`src/rtl/spi_flash_reader_pkg.sv`:
```
// spi_flash_reader_pkg: shared constants and state encoding for the SPI flash reader
package spi_flash_reader_pkg;
  localparam logic [7:0] SPI_CMD_READ      = 8'h03;
  localparam logic [7:0] SPI_CMD_FAST_READ = 8'h0B;
  localparam int         SPI_DUMMY_CYCLES  = 8;
  localparam int         ADDR_W            = 24;
  typedef enum logic [2:0] {S_IDLE, S_CMD, S_ADDR, S_DUMMY, S_DATA, S_DESEL} state_t;
endpackage

```
`src/rtl/spi_flash_reader_clk_gen.sv`:
```
// spi_clk_gen: SCK divider with rise/fall strobes; ports clk, reset_b, en (run), hold (freeze while SCK low), sck, rise, fall
module spi_clk_gen #(
  parameter int CLK_DIV = 2
) (
  input  logic clk,
  input  logic reset_b,
  input  logic en,
  input  logic hold,
  output logic sck,
  output logic rise,
  output logic fall
);
  localparam int DW = $clog2(CLK_DIV + 1);
  localparam logic [DW-1:0] TERM = DW'(CLK_DIV - 1);
  logic [DW-1:0] cnt_q, cnt_d;
  logic sck_q, sck_d, freeze, tick;
  // hold only takes effect once SCK is low, so a pending high phase always completes
  always_comb begin
    freeze = hold && !sck_q;
    tick   = en && !freeze && cnt_q == TERM;
    rise   = tick && !sck_q;
    fall   = tick && sck_q;
    cnt_d  = !en ? '0 : freeze ? cnt_q : tick ? '0 : cnt_q + DW'(1);
    sck_d  = en && (sck_q ^ tick);
  end
  always_ff @(posedge clk or negedge reset_b) begin
    if (!reset_b) begin
      cnt_q <= '0;
      sck_q <= 1'b0;
    end else begin
      cnt_q <= cnt_d;
      sck_q <= sck_d;
    end
  end
  assign sck = sck_q;
endmodule

```
`src/rtl/spi_flash_reader.sv`:
```
// spi_flash_reader: streams a byte range out of a mode-0 SPI flash; start/addr/len request, busy/done status, data/data_valid/data_ready byte stream, spi_* pins; SPI_FAST_READ_EN selects 0x0B with dummy cycles
module spi_flash_reader
  import spi_flash_reader_pkg::*;
#(
  parameter int CLK_DIV = 2,
  parameter int LEN_W   = 16
) (
  input  logic              clk,
  input  logic              reset_b,
  input  logic              start,
  input  logic [ADDR_W-1:0] addr,
  input  logic [LEN_W-1:0]  len,
  output logic              busy,
  output logic              done,
  output logic [7:0]        data,
  output logic              data_valid,
  input  logic              data_ready,
  output logic              spi_sck,
  output logic              spi_cs_n,
  output logic              spi_mosi,
  input  logic              spi_miso
);
`ifdef SPI_FAST_READ_EN
  localparam bit FAST = 1'b1;
`else
  localparam bit FAST = 1'b0;
`endif
  localparam logic [7:0] CMD_BYTE = FAST ? SPI_CMD_FAST_READ : SPI_CMD_READ;
  localparam int WW = $clog2(2 * CLK_DIV + 1);
  localparam logic [WW-1:0] GAP       = WW'(2 * CLK_DIV);
  localparam logic [WW-1:0] DESEL_END = WW'(CLK_DIV - 1);
  state_t state_q, state_d;
  logic [4:0] bit_q, bit_d;
  logic [LEN_W-1:0] rem_q, rem_d;
  logic [WW-1:0] wait_q, wait_d;
  logic [31:0] tx_q, tx_d;
  logic [6:0] rx_q, rx_d;
  logic [7:0] data_q, data_d;
  logic dv_q, dv_d, mosi_q, mosi_d, cs_q, busy_q, done_q, done_d;
  logic sck, rise, fall, clk_en, hold, accept, go, last_bit, byte_done;
  spi_clk_gen #(.CLK_DIV(CLK_DIV)) u_clk (
    .clk(clk), .reset_b(reset_b), .en(clk_en), .hold(hold),
    .sck(sck), .rise(rise), .fall(fall)
  );
  always_ff @(posedge clk or negedge reset_b) begin
    if (!reset_b) state_q <= S_IDLE;
    else state_q <= state_d;
  end
  always_comb begin
    state_d = state_q;
    case (state_q)
      S_IDLE:  if (go) state_d = S_CMD;
      S_CMD:   if (rise && last_bit) state_d = S_ADDR;
      S_ADDR:  if (rise && last_bit) state_d = FAST ? S_DUMMY : S_DATA;
      S_DUMMY: if (rise && last_bit) state_d = S_DATA;
      S_DATA:  if (rem_q == '0 && !sck && !dv_q) state_d = S_DESEL;
      S_DESEL: if (wait_q == DESEL_END) state_d = S_IDLE;
      default: state_d = S_IDLE;
    endcase
  end
  // wait_q doubles as the CS-high guard: a start is only taken once CS has been high 2*CLK_DIV clocks
  always_comb begin
    accept    = state_q == S_IDLE && start && wait_q == GAP;
    go        = accept && len != '0;
    clk_en    = state_q inside {S_CMD, S_ADDR, S_DUMMY, S_DATA};
    last_bit  = state_q == S_ADDR ? bit_q == 5'd31 :
                state_q == S_DUMMY ? bit_q == 5'(SPI_DUMMY_CYCLES - 1) : bit_q[2:0] == 3'd7;
    hold      = state_q == S_DATA && (rem_q == '0 || (dv_q && bit_q[2:0] == 3'd7));
    byte_done = rise && state_q == S_DATA && bit_q[2:0] == 3'd7;
    done_d    = (accept && len == '0) || (state_q == S_DESEL && wait_q == DESEL_END);
  end
  always_comb begin
    tx_d   = go ? {CMD_BYTE[6:0], addr, 1'b0} : fall ? {tx_q[30:0], 1'b0} : tx_q;
    mosi_d = go ? CMD_BYTE[7] : fall ? tx_q[31] : mosi_q;
    bit_d  = go ? '0 : rise ? ((last_bit && state_q != S_CMD) ? '0 : bit_q + 5'd1) : bit_q;
    rx_d   = (rise && state_q == S_DATA) ? {rx_q[5:0], spi_miso} : rx_q;
    data_d = byte_done ? {rx_q, spi_miso} : data_q;
    dv_d   = byte_done || (dv_q && !data_ready);
    rem_d  = go ? len : byte_done ? rem_q - LEN_W'(1) : rem_q;
    wait_d = state_d != state_q ? '0 : wait_q == GAP ? wait_q : wait_q + WW'(1);
  end
  always_ff @(posedge clk or negedge reset_b) begin
    if (!reset_b) begin
      tx_q   <= '0;
      mosi_q <= 1'b0;
      bit_q  <= '0;
      rx_q   <= '0;
      data_q <= '0;
      dv_q   <= 1'b0;
      rem_q  <= '0;
      wait_q <= '0;
      cs_q   <= 1'b1;
      busy_q <= 1'b0;
      done_q <= 1'b0;
    end else begin
      tx_q   <= tx_d;
      mosi_q <= mosi_d;
      bit_q  <= bit_d;
      rx_q   <= rx_d;
      data_q <= data_d;
      dv_q   <= dv_d;
      rem_q  <= rem_d;
      wait_q <= wait_d;
      cs_q   <= state_d == S_IDLE;
      busy_q <= state_d != S_IDLE;
      done_q <= done_d;
    end
  end
  assign busy       = busy_q;
  assign done       = done_q;
  assign data       = data_q;
  assign data_valid = dv_q;
  assign spi_sck    = sck;
  assign spi_cs_n   = cs_q;
  assign spi_mosi   = mosi_q;
endmodule

```
`config.mk`:
```
export PLATFORM = sky130hd
export DESIGN_NAME = spi_flash_reader
export DESIGN_NICKNAME = d
export VERILOG_FILES = /design/src/rtl/spi_flash_reader_pkg.sv /design/src/rtl/spi_flash_reader_clk_gen.sv /design/src/rtl/spi_flash_reader.sv
export SDC_FILE = /design/constraint.sdc
export NUM_CORES = 1
export LEC_CHECK = 0
export ABC_AREA = 1
export ABC_CLOCK_PERIOD_IN_PS = 3100
export BUFFER_PORTS_ARGS = -buffer_cell sky130_fd_sc_hd__buf_2
export CORE_MARGIN = 8
export CORE_UTILIZATION = 45
export DETAILED_ROUTE_END_ITERATION = 10
export GPL_TIMING_DRIVEN = 0
export PLACE_DENSITY = 0.71
export SYNTH_ARGS = -nofsm -noshare
export SYNTH_HDL_FRONTEND = slang
export SYNTH_HIERARCHICAL = 1
export SYNTH_SLANG_ARGS = --single-unit
```
`constraint.sdc`:
```
create_clock -name clk -period 3.1 [get_ports clk]
set_clock_uncertainty 0.1 [all_clocks]
set_input_delay 0.62 -clock clk [delete_from_list [all_inputs] [get_ports clk]]
set_output_delay 0.62 -clock clk [all_outputs]
set_load 0.005 [all_outputs]
```
==> impl_metrics.ini, run 1 <==
[run_status]
status = completed

[synthesis]
ys_top_cells_by_area = dfrtp_1 (48%), nand2_1 (12%), nand3_1 (10%)
synth-simple-area-share_pct = 31.7
synthMuxAreaShare_pct = 0
synth_seq_area_share_pct = 48.7
synth-compound-area-share_pct = 7.78
netlist_area_um2 = 4170
synthAdderAreaFrac_pct = 3.00
synth_top_cell_by_area = dfrtp_1
synth_top_family_by_area = simple AND/OR/NAND/NOR gates
synth-warning-count = 6
synth_fp_nets = 573
synth_xor_area_share_pct = 1.89
syn_inst = 518
ys_ff_latch = 81
ys_types = 33
avgSynthCellArea_um2 = 8.05
synth_top_area_share_pct = 48.0

[critical_path]
cp-start-kind = register
path_max_fanout = 10
critPathRequiredTime_ns = 3.22
arrival_ns = 2.89
critPathKind = reg2reg
critPathCaptureType = register

[global_routing]
met2_usage_pct = 25.2
grt_pass1_vias = 3525
grt_max_degree = 56
antenna_found_initial = 0
busiest_layer = met2
gr-usage-met3_pct = 3.92
grtUsageMet1_pct = 21.4
grt.overflow.total = 0
grt_first_pass_wirelength_um = 16700
grtUsageTotal_pct = 16.2

[floorplan]
io_pins = 59
die_w_um = 112
initial_core_util_pct = 45.8
die-area_um2 = 12600
core_um2 = 9110
fp-row-count = 35
die_h_um = 112

[sta]
relSlewSlack_pct = 68.8
timing.hold.ws_ns = 0.0736
finalCritPeriodShare_pct = 89.5
hold_violations = 0
tightestPinTransition_ns = 0.467
min_period_ns = 2.77
setup-violations-final = 0
rsz0062_at_grt = false
slew_viol_final = 0
fmax_mhz = 360
setup_tns_ns = 0

[finish]
finalNetCount = 643
layout_commonest_cell = nand2_1
drive_gt1_share_pct = 18.9
fillers = 857
most-common-layout-cells = nand2_1 (134), nand3_1 (86), dfrtp_1 (80), buf_2 (64), nor2_1 (51)
area_growth_pct = 16.3
antenna_cells = 0

[cts]
cts.clk_slew.worst_paths_ns = 0.09
post_cts_buffers = 0
ctsHoldBuffers = 0
cts_tree = yes
numCtsBuffers = 9
clockRootBuffer = clkbuf_8
clock_latency_ns = 0.36
numClockSinks = 81
clk_path_buf_depth = 2
htreeDepth = 3
ctsResizeCount = 0

[placement]
port_buffers = 58
gp_congestion = 0.883
post-dp-hpwl_um = 7400

[detailed_routing]
vias_per_cell = 5.20
drtIter0Drc = 214
ant_nets = 0
wl_per_cell_um = 14.3
vias = 3664
drc = 0
dr.pass1.iters = 5
wirelength_um = 10000

[pwr]
p_per_area_nw_per_um2 = 409
peakVddDrop_mv = 0.239
leakage_uw = 0.00231

[flow_run]
drv_cap = 0

[worst_hold_path]
hold_class = in2async
==> logic make-up after synthesis <==
group	after synthesis
simple gates	297
buf+inv	64
flops	81
fa+ha+maj	10
xor+xnor	9
compound gates	57
==> layer usage <==
| layer | wire [um] | vias to the layer above | share of wire [%] |
|---|---|---|---|
| li1 | - | 1835 | - |
| met1 | 4490 | 1711 | 45 |
| met2 | 4770 | 105 | 48 |
| met3 | 624 | 13 | 6.2 |
| met4 | 155 | 0 | 1.5 |
| met5 | 0 | - | 0 |
==> synthesized netlist by cell type, drive strengths merged <==
cell type	n
inv	43
dfrtp	80
ha	10
or2	1
o211ai	10
a21oi	13
o31ai	3
nand4	7
o221ai	1
a211oi	1
nand3	88
nor2	55
buf	14
clkbuf	7
xor2	6
o21ai	29
nand2	144
nand3b	1
nor3	1
xnor2	3
dfstp	1
==> worst max-delay path: stages, from the launching register on <==
cell and delay (ns):
dfrtp_1 0.42, inv_1 0.16, ha_1 0.18, inv_1 0.04
nor2_1 0.08, nand2_1 0.05, nor2_1 0.16, nand2_1 0.07
a21oi_1 0.16, nand2_2 0.09, nand2_2 0.07, nor2_1 0.06
ha_1 0.17, buf_4 0.17, nand3_2 0.14, clkbuf_1 0.36
o21ai_0 0.17
==> flip-flops by register name, summed over array words and instances, names as in the netlist <==
signal and cells:
tx_q 31, rem_q 16, data 8, rx_q 7
bit_q 5, state_q 3, wait_q 3, u_clk/cnt_q 2
busy 1, data_valid 1, done 1, spi_cs_n 1
spi_mosi 1, u_clk/sck 1
==> through the flow <==
step                      util (%)  std cells  total power (uW)  setup WS [ns]  cell area [um2]
final                         53.2        704              1980          0.326             4850
after detailed placement      50.8        688              1140          0.331             4630
after CTS                     53.2        704              2000          0.309             4850
after floorplan                  -        518              1080          0.750             4170
after global routing          53.2        704              2060         0.0196             4850
after global placement        50.5        687              1130          0.394             4600
==> final timing paths <==
path / start / endpoint / slack, ns / cells past startpoint
max: rem_q[0]$_DFFE_PN0P_ / data_valid$_DFF_PN0_ / 0.33 / 16
min: reset_b / rx_q[3]$_DFFE_PN0P_ / 0.07 / 1
max reg2reg: rem_q[0]$_DFFE_PN0P_ / data_valid$_DFF_PN0_ / 0.33 / 16
min reg2reg: data[3]$_DFFE_PN0P_ / data[3]$_DFFE_PN0P_ / 0.39 / 2
max in group asynchronous: reset_b / rem_q[15]$_DFFE_PN0P_ / 2.22 / 2
min in group clk: data_ready / data_valid$_DFF_PN0_ / 0.34 / 2
==> where the power goes <==
part / switching (uW) / leakage, uW / internal, uW
clock: 405 / 0.000110 / 463
sequential: 0.0000000000000746 / 0.000995 / 1060
combinational: 34.4 / 0.00121 / 24.9
total: 440 / 0.00231 / 1540
==> area by class of cell <==
cell class | count | area (um2) | share of cell area (%)
Multi-Input combinational cell | 373 | 1850 | 38.2
Tap cell | 111 | 139 | 2.87
Clock inverter | 5 | 88.8 | 1.83
Buffer | 21 | 125 | 2.58
Inverter | 43 | 164 | 3.38
Timing Repair Buffer | 59 | 320 | 6.61
Clock buffer | 11 | 131 | 2.71
Sequential cell | 81 | 2030 | 41.8
Note: power is estimated with default switching activity, not from simulation.
==> run 2: changes to the inputs <==
Settings changed: ABC_CLOCK_PERIOD_IN_PS 3100 to 2700.
Clock period 3.1 ns to 2.7 ns, I/O delays scaled along.
==> impl_metrics.ini, run 2 (synthesis results as in run 1) <==
[sta]
min_period_ns = 2.49
timing.hold.ws_ns = 0.259
hold_violations = 0
setup-violations-final = 0
finalCritPeriodShare_pct = 92.4
tightestPinTransition_ns = 0.444
rsz0062_at_grt = false
relSlewSlack_pct = 70.4
fmax_mhz = 401
slew_viol_final = 0

[critical_path]
critPathCaptureType = register
critPathRequiredTime_ns = 2.89
path_max_fanout = 8
cp-start-kind = register
critPathKind = reg2reg
arrival_ns = 2.68
reg2reg_depth = 18

[global_routing]
antenna_found_initial = 0
grtUsageTotal_pct = 16.2
grt_max_degree = 56
grt.overflow.total = 0
grt_pass1_vias = 3521
grt_first_pass_wirelength_um = 16700

[detailed_routing]
ant_nets = 0
vias_per_cell = 5.21
wl_per_cell_um = 14.3
drc = 0
dr.pass1.iters = 5
wirelength_um = 10100
vias = 3681
drtIter0Drc = 194

[cts]
clockRootBuffer = clkbuf_8
clock_latency_ns = 0.36
numClockSinks = 81
cts.clk_slew.worst_paths_ns = 0.09
cts_tree = yes
numCtsBuffers = 9
htreeDepth = 3
clk_path_buf_depth = 2

[placement]
placed_area_um2 = 4630
post-dp-hpwl_um = 7400
gp_congestion = 0.883
port_buffers = 58

[floorplan]
fp-row-count = 35
die_h_um = 112
io_pins = 59
die_w_um = 112
die-area_um2 = 12600
core_um2 = 9110
initial_core_util_pct = 45.8

[worst_hold_path]
hold_depth = 2
hold_class = in2reg

[finish]
design_area_um2 = 4910
layout_commonest_cell = nand2_1
most-common-layout-cells = nand2_1 (133), nand3_1 (86), dfrtp_1 (80), buf_2 (62), nor2_1 (49)
largest_reg_flops = 31
area_growth_pct = 17.8
antenna_cells = 0
regMostFlops = tx_q
finalNetCount = 645
drive_gt1_share_pct = 21.0

[pwr]
leakage_uw = 0.00235
p_per_area_nw_per_um2 = 464
peakVddDrop_mv = 0.275

[run_status]
status = completed

[flow_run]
drv_cap = 0
## run 2: cell types whose count changed in the layout (fill, tap and decap cells not counted), sizes merged
cell / delta
buf: +1
dlygate4sd3: +1
## run 2: path summary, 6_finish.rpt
kind	start	end	slack, ns
setup / recovery	rem_q[0]$_DFFE_PN0P_	rem_q[8]$_DFFE_PN0P_	0.21
hold / removal	data_ready	data_valid$_DFF_PN0_	0.26
setup reg to reg	rem_q[0]$_DFFE_PN0P_	rem_q[8]$_DFFE_PN0P_	0.21
hold reg to reg	data[3]$_DFFE_PN0P_	data[3]$_DFFE_PN0P_	0.39
max in group asynchronous	reset_b	rem_q[1]$_DFFE_PN0P_	1.35
min in group asynchronous	reset_b	rx_q[3]$_DFFE_PN0P_	0.54
## run 2: cell type report
class	instances	area (um2)
fillers	847	4200
flip-flops and latches	81	2030
multi-input cells	373	1870
repair buffers	62	345
inverters	43	164
plain buffers	20	145
well taps	111	139
clock buffers	11	131
clock inverters	5	88.8
## run 2: per-stage QoR
stage / TNS, ns / utilization [%] / instances / setup WS, ns / total power, uW
finish: 0 / 53.9 / 706 / 0.205 / 2280
global route: 0 / 53.9 / 706 / 0.000499 / 2370
CTS: 0 / 53.3 / 704 / 0.0149 / 2300
detailed placement: -0.239 / 50.8 / 688 / -0.0693 / 1310
global placement: -0.00610 / 50.5 / 687 / -0.00610 / 1300
floorplan: 0 / - / 518 / 0.350 / 1240
## run 2: what timing repair did
action                                  in CTS  in global routing
gates resized for setup                      3                 18
pin swaps                                    0                  2
hold buffers                                 1                  0
setup buffers                                0                  2
endpoints found under the setup margin      23                 67
cloned                                       0                  0
hold endpoints to repair                     2                  0
## run 2: report_power, final
part,switching (uW),total [uW],internal [uW]
clock network,465,997,532
logic,39.7,69.2,29.5
registers,0.0000000000000870,1210,1210
total,505,2280,1770
## run 2: critical path, stage by stage (launching register included)
cell	delay (ns)
dfrtp_1	0.41
inv_2	0.10
ha_1	0.15
inv_1	0.04
nor2_1	0.08
nand2_1	0.06
nor2_2	0.14
nand2_1	0.08
a21oi_2	0.15
nand2_2	0.08
nand2_2	0.07
nor2_1	0.06
ha_1	0.18
buf_6	0.14
nand3_4	0.12
nand2_2	0.14
inv_2	0.16
nand2_1	0.07
o211ai_1	0.07
## run 2: routing by layer
layer,share of wire [%],GRT usage (%),up-vias
met1,44,21.2,1724
met3,6.4,4.24,15
li1,-,-,1841
met2,48,25.3,101
met4,1.9,5.58,0
met5,0,0,-
